### config.mk
export PLATFORM = sky130hd
export DESIGN_NAME = mem_arbiter
export DESIGN_NICKNAME = d
export VERILOG_FILES = /design/src/rtl/mem_arb_pkg.sv /design/src/rtl/mem_arb_wait_cnt.sv /design/src/rtl/mem_arbiter.sv
export SDC_FILE = /design/constraint.sdc
export NUM_CORES = 1
export LEC_CHECK = 0
export CAP_MARGIN = 20
export CORE_AREA = 2 2 337 339
export CTS_BUF_LIST = sky130_fd_sc_hd__clkbuf_16
export DETAILED_ROUTE_END_ITERATION = 8
export DIE_AREA = 0 0 339 341
export GPL_TIMING_DRIVEN = 0
export PLACE_DENSITY = 0.38
export SYNTH_ARGS = -nofsm -noshare
export SYNTH_HDL_FRONTEND = slang
export SYNTH_SLANG_ARGS = --single-unit
### constraint.sdc
create_clock -name clk -period 1.9 [get_ports clk]
set_clock_uncertainty 0.1 [all_clocks]
set_input_delay 0.19 -clock clk [delete_from_list [all_inputs] [get_ports clk]]
set_output_delay 0.19 -clock clk [all_outputs]
set_load 0.005 [all_outputs]
### src/rtl/mem_arb_pkg.sv
// rtl/mem_arb_pkg.sv - shared types and constants for the memory port arbiter
package mem_arb_pkg;

   localparam int ADDR_W_DEF = 28;
   localparam int DATA_W_DEF = 128;

   typedef enum logic [1:0] {
      ARB_IDLE    = 2'd0,
      ARB_GRANT_I = 2'd1,
      ARB_GRANT_D = 2'd2,
      ARB_RELEASE = 2'd3
   } arb_state_e;

   localparam logic [1:0] OWN_NONE = 2'b00;
   localparam logic [1:0] OWN_I    = 2'b01;
   localparam logic [1:0] OWN_D    = 2'b10;

   // Owner code reported for a given arbiter state
   function automatic logic [1:0] owner_of(arb_state_e s);
      case (s)
         ARB_GRANT_I: owner_of = OWN_I;
         ARB_GRANT_D: owner_of = OWN_D;
         default:     owner_of = OWN_NONE;
      endcase
   endfunction

endpackage

### src/rtl/mem_arb_wait_cnt.sv
// rtl/mem_arb_wait_cnt.sv - saturating I-request starvation counter
module mem_arb_wait_cnt #(
   parameter int MAX_WAIT = 8
) (
   input  logic clk,
   input  logic rst,
   input  logic inc,
   input  logic clr,
   output logic sat
);

   localparam int CNT_W = $clog2(MAX_WAIT + 1);

   logic [CNT_W-1:0] cnt;

   assign sat = (cnt >= CNT_W'(MAX_WAIT));

   // Clear has priority over increment; count stops at MAX_WAIT
   always_ff @(posedge clk) begin
      if (rst || clr) begin
         cnt <= '0;
      end else if (inc && !sat) begin
         cnt <= cnt + 1'b1;
      end
   end

endmodule

### src/rtl/mem_arbiter.sv
// rtl/mem_arbiter.sv - I/D cache arbiter for the shared off-chip memory port
module mem_arbiter
   import mem_arb_pkg::*;
#(
   parameter int ADDR_W   = ADDR_W_DEF,
   parameter int DATA_W   = DATA_W_DEF,
   parameter int MAX_WAIT = 8
) (
   input  logic              clk,
   input  logic              rst,
   input  logic              i_mem_read,
   input  logic              i_mem_write,
   input  logic [ADDR_W-1:0] i_mem_addr,
   input  logic [DATA_W-1:0] i_mem_wdata,
   output logic [DATA_W-1:0] i_mem_rdata,
   output logic              i_mem_ready,
   input  logic              d_mem_read,
   input  logic              d_mem_write,
   input  logic [ADDR_W-1:0] d_mem_addr,
   input  logic [DATA_W-1:0] d_mem_wdata,
   output logic [DATA_W-1:0] d_mem_rdata,
   output logic              d_mem_ready,
   output logic              mem_read,
   output logic              mem_write,
   output logic [ADDR_W-1:0] mem_addr,
   output logic [DATA_W-1:0] mem_wdata,
   input  logic [DATA_W-1:0] mem_rdata,
   input  logic              mem_ready,
   output logic [1:0]        owner
);

   arb_state_e        state, state_nxt;
   logic              rd_nxt, wr_nxt;
   logic [ADDR_W-1:0] addr_nxt;
   logic [DATA_W-1:0] wdata_nxt;
   logic              req_i, req_d;
   logic              wait_sat, wait_inc, wait_clr;

   assign req_i = i_mem_read | i_mem_write;
   assign req_d = d_mem_read | d_mem_write;

   // Starvation counter: counts while I waits, cleared on I grant or when I goes quiet
   assign wait_inc = req_i && (state != ARB_GRANT_I);
   assign wait_clr = !req_i || ((state == ARB_IDLE) && (state_nxt == ARB_GRANT_I));

   mem_arb_wait_cnt #(
      .MAX_WAIT (MAX_WAIT)
   ) u_wait_cnt (
      .clk (clk),
      .rst (rst),
      .inc (wait_inc),
      .clr (wait_clr),
      .sat (wait_sat)
   );

   // Ready is routed only to the current owner and never while in reset
   assign i_mem_ready = mem_ready && (state == ARB_GRANT_I) && !rst;
   assign d_mem_ready = mem_ready && (state == ARB_GRANT_D) && !rst;
   assign i_mem_rdata = mem_rdata;
   assign d_mem_rdata = mem_rdata;

   // Next-state and next memory-port values; D wins ties unless I has waited long enough
   always_comb begin
      state_nxt = state;
      rd_nxt    = mem_read;
      wr_nxt    = mem_write;
      addr_nxt  = mem_addr;
      wdata_nxt = mem_wdata;
      case (state)
         ARB_IDLE: begin
            if (req_i && (!req_d || wait_sat)) begin
               state_nxt = ARB_GRANT_I;
               addr_nxt  = i_mem_addr;
               wdata_nxt = i_mem_wdata;
               wr_nxt    = i_mem_write;
               rd_nxt    = i_mem_read & ~i_mem_write;
            end else if (req_d) begin
               state_nxt = ARB_GRANT_D;
               addr_nxt  = d_mem_addr;
               wdata_nxt = d_mem_wdata;
               wr_nxt    = d_mem_write;
               rd_nxt    = d_mem_read & ~d_mem_write;
            end
         end
         ARB_GRANT_I, ARB_GRANT_D: begin
            if (mem_ready) begin
               state_nxt = ARB_RELEASE;
               rd_nxt    = 1'b0;
               wr_nxt    = 1'b0;
            end
         end
         ARB_RELEASE: begin
            state_nxt = ARB_IDLE;
         end
         default: begin
            state_nxt = ARB_IDLE;
         end
      endcase
   end

   // State and registered memory-port / owner outputs
   always_ff @(posedge clk) begin
      if (rst) begin
         state     <= ARB_IDLE;
         mem_read  <= 1'b0;
         mem_write <= 1'b0;
         mem_addr  <= '0;
         mem_wdata <= '0;
         owner     <= OWN_NONE;
      end else begin
         state     <= state_nxt;
         mem_read  <= rd_nxt;
         mem_write <= wr_nxt;
         mem_addr  <= addr_nxt;
         mem_wdata <= wdata_nxt;
         owner     <= owner_of(state_nxt);
      end
   end

endmodule

==> key figures <==
Status
  – Status: finished clean

Detailed routing
  – Total wire length: between 70000 and 80000 microns
  – Routed len/inst: about 23 microns
  – Via count: approximately 11000
  – Post-route ant nets: 0
  – Initial DRT Pass Iterations: 5
  – Detailed Route Iter0 Violations: ~470
  – # DRC: 0
  – Drt via density: roughly 3.3

Setup path
  – CP Launch Type: register
  – Worst Path Buf+Inv: 4
  – Worst Setup SP: state[0]
  – CP arrival: 2.17 ns
  – Crit. End Element: register
  – Stages on worst setup path: 8
  – Delay-heaviest family, CP: buffers and inverters
  – RR Startpoint: state[0]
  – Crit path max fanout: 10
  – Slowest stage cell, crit path: dfxtp_4
  – Worst path required time: approximately 2.2 ns
  – CP peak stage delay: approximately 0.36 ns
  – Reg2reg path depth: 8
  – WS Path Type: register to register
  – Critical Path, Cell by Cell: inv_2 > ha_4 > a21boi_4 > buf_12 > buf_16 > buf_4 > nor2_1 > a311oi_2

Synthesis
  – Mapped Area: about 9700 sq um
  – Adder-Cell Fraction of Synth Area: 0.00906
  – Synth Area in Compound Gates: 0.202
  – Post-synth EDFFs: 0
  – Sequential element share of the synthesized area: 0.344
  – Syn Inst Count: 1192
  – Post-synthesis xor/xnor area fraction: 0.00181
  – Netlist cell types: 34
  – Ys async rst share: 0
  – Post-synthesis mux area share: 0.00104
  – Synth Area per Inst: ~8.1 sq um
  – Post-synth top area cell: dfxtp_1
  – Synth Flop Type: dfxtp_1
  – Synth Area in Simple Gates: 0.194
  – Largest family of logic cells by synthesized area: buffers and inverters
  – Synth cell count leaders: 314 x nand2_1, 263 x buf_4, 166 x dfxtp_1, 165 x nor2_1, 89 x a311oi_1
  – Post-synth top area share: 0.344
  – Synth top area cells: dfxtp_1 34%, buf_4 20%, nand2_1 12%
  – Mapped Nets: ~1600
  – YS warnings: 0
  – FF+latch count, synth: 166
  – Count leader, synth: nand2_1

Pwr
  – Gate power share: 0.463
  – Switching share of power: 0.364
  – Pwr/cell area: 811 nW/um^2
  – Maximum VDD drop: approximately 0.00073 V
  – Clk network pwr share: 0.239
  – P_sw: roughly 0.006 W
  – Internal power: ~0.010 W
  – Flop pwr share: 0.298
  – Static Leakage: 7.76 nW

Die
  – DIE WIDTH: roughly 340 microns
  – Starting Density: 0.0864
  – Die area: roughly 120000 sq um
  – # IOs: around 870
  – Die H: around 340 microns
  – Site row count: approximately 120
  – Core box area: 112000 sq um

Timing
  – Worst Max-Slew Pin Slew: ~1.1 ns
  – Final setup violation count: 0
  – Final Critical Period: 1.86 ns
  – Achievable Freq: around 540 MHz
  – Slew Limit Fails: 0
  – Setup TNS: 0 ns
  – Max_slew headroom: 0.263
  – RSZ-0062 raised after global routing: yes
  – Final hold vios: 0
  – Setup ws final: between 0.04 and 0.05 ns
  – Period utilisation layout: 0.977

Placement
  – Placer Congestion: 0.857
  – Post-DP HPWL: around 66000 microns
  – Placed Cells: roughly 3400
  – Pre-CTS WS: -1.36 ns
  – PortBufs: approximately 740

Final layout
  – Multi-input gate area: between 4000 and 5000 sq um
  – Area added between synthesis and finish: 108%
  – Filler Cells Inserted: approximately 13000
  – Register area: roughly 3300 sq um
  – Layout cells sized above 1: 0.234
  – Fin cells: about 3500
  – Fin nets: between 2000 and 2500
  – Post-Route Utilization: 0.180

Min path
  – Hold depth: 3
  – Hold Path Class: input port to register
  – Hold Crit Start: i_mem_wdata[47]

Clock tree
  – Sink Count: about 170
  – H-tree lvl count: 4
  – Later-pin clock latency in the skew report: 0.49 ns
  – Clock tree buffer depth: 2
  – Hold_buf cts: 0
  – Clk slew on worst S/H paths: approximately 0.080 ns
  – Num CTS Buffers: 17
  – CTS tree: yes
  – CTS Root Cell: clkbuf_16

Global routing
  – Tot GR Track Use: 0.132
  – Initial antenna violation count: 16
  – Largest net degree at the start of global routing: 17
  – Vias in the first global route: 11700
  – First-pass GRT wire length: 104000 microns
  – Total gr overflow: 0

Run
  – Maxcap violations: 0
-- sequential cells by signal (all words and copies together) (netlist names) --
signal	flops
mem_wdata	128
mem_addr	28
u_wait_cnt.cnt	4
owner	2
state	2
mem_read	1
mem_write	1
-- cell families (layout without fill, tap and decap cells) --
kind of cell             Yosys count  count (layout)
AND/OR/NAND/NOR                  491             491
buffers and inverters            349            1122
AO/OA/AOI/OAI                    176             176
flip-flops                       166             166
adder cells (fa/ha/maj)            7               7
XOR/XNOR                           2               2
multiplexers                       1               1
other                              0               3
-- metal layers --
metal  part of all wire  vias to the layer above  global-route usage
li1                   -                     5318                   -
met1               0.43                     5363               0.158
met2               0.48                      519               0.224
met3              0.076                       56              0.0514
met4              0.012                       16              0.0266
met5             0.0013                        -                   0
-- repair_timing --
action | in CTS | in global routing
resized for setup | 128 | 56
endpoints found under the setup margin | 171 | 138
endpoints found under the hold margin | 0 | 0
pin swaps | 0 | 3
setup buffers | 3 | 0
cloned | 2 | 1
-- per-stage QoR --
step,instance area [sq um],total power [W],hold slack (ns)
2_1_floorplan,9670,0.00752,0.249
3_3_place_gp,18900,0.0120,0.356
5_1_grt,20100,0.0173,0.126
4_1_cts,19900,0.0165,0.0901
6_report,20100,0.0163,0.154
3_5_place_dp,18900,0.0120,0.362
-- worst reg2reg max path, delay by kind of cell, from the launching register on --
family	cells	cell delay (ns)
buffers and inverters	4	0.65
AO/OA/AOI/OAI	2	0.42
flip-flops	1	0.36
adder cells (fa/ha/maj)	1	0.16
AND/OR/NAND/NOR	1	0.08
-- path summary, 6_finish.rpt --
check / end / slack, ns
worst min-delay path: mem_wdata[47] / 0.15
worst min register to register: mem_write / 0.37
worst max register to register: mem_wdata[25] / 0.04
worst max-delay path: mem_wdata[25] / 0.04
-- power groups by stage --
stage	clock network [W]	logic (W)	registers [W]
finish	0.00390	0.00755	0.00487
detailed placement	0	0.00705	0.00494
floorplan	0	0.00273	0.00479
global route	0.00420	0.00813	0.00496
global placement	0	0.00704	0.00493
CTS	0.00412	0.00756	0.00486
-- cell usage in the layout (no fill, tap or decap), types with 11 or more instances in the layout --
cell type	n
buf_12	11
nor2_1	164
clkbuf_4	17
clkbuf_1	15
dfxtp_1	160
a311oi_1	84
buf_4	272
clkbuf_16	19
a311oi_2	73
buf_6	11
buf_8	11
nand2_1	314
clkdlybuf4s50_1	727
-- final cells by class --
cell class / instances / share of cell area
repair buffers: 742 / 0.372
multi-input cells: 677 / 0.200
flip-flops and latches: 166 / 0.166
plain buffers: 343 / 0.139
well taps: 1500 / 0.0933
clock buffers: 17 / 0.0211
clock inverters: 15 / 0.00846
inverters: 5 / 0.00106
diodes: 3 / 0.000373
(Power assumes the default switching activity.)
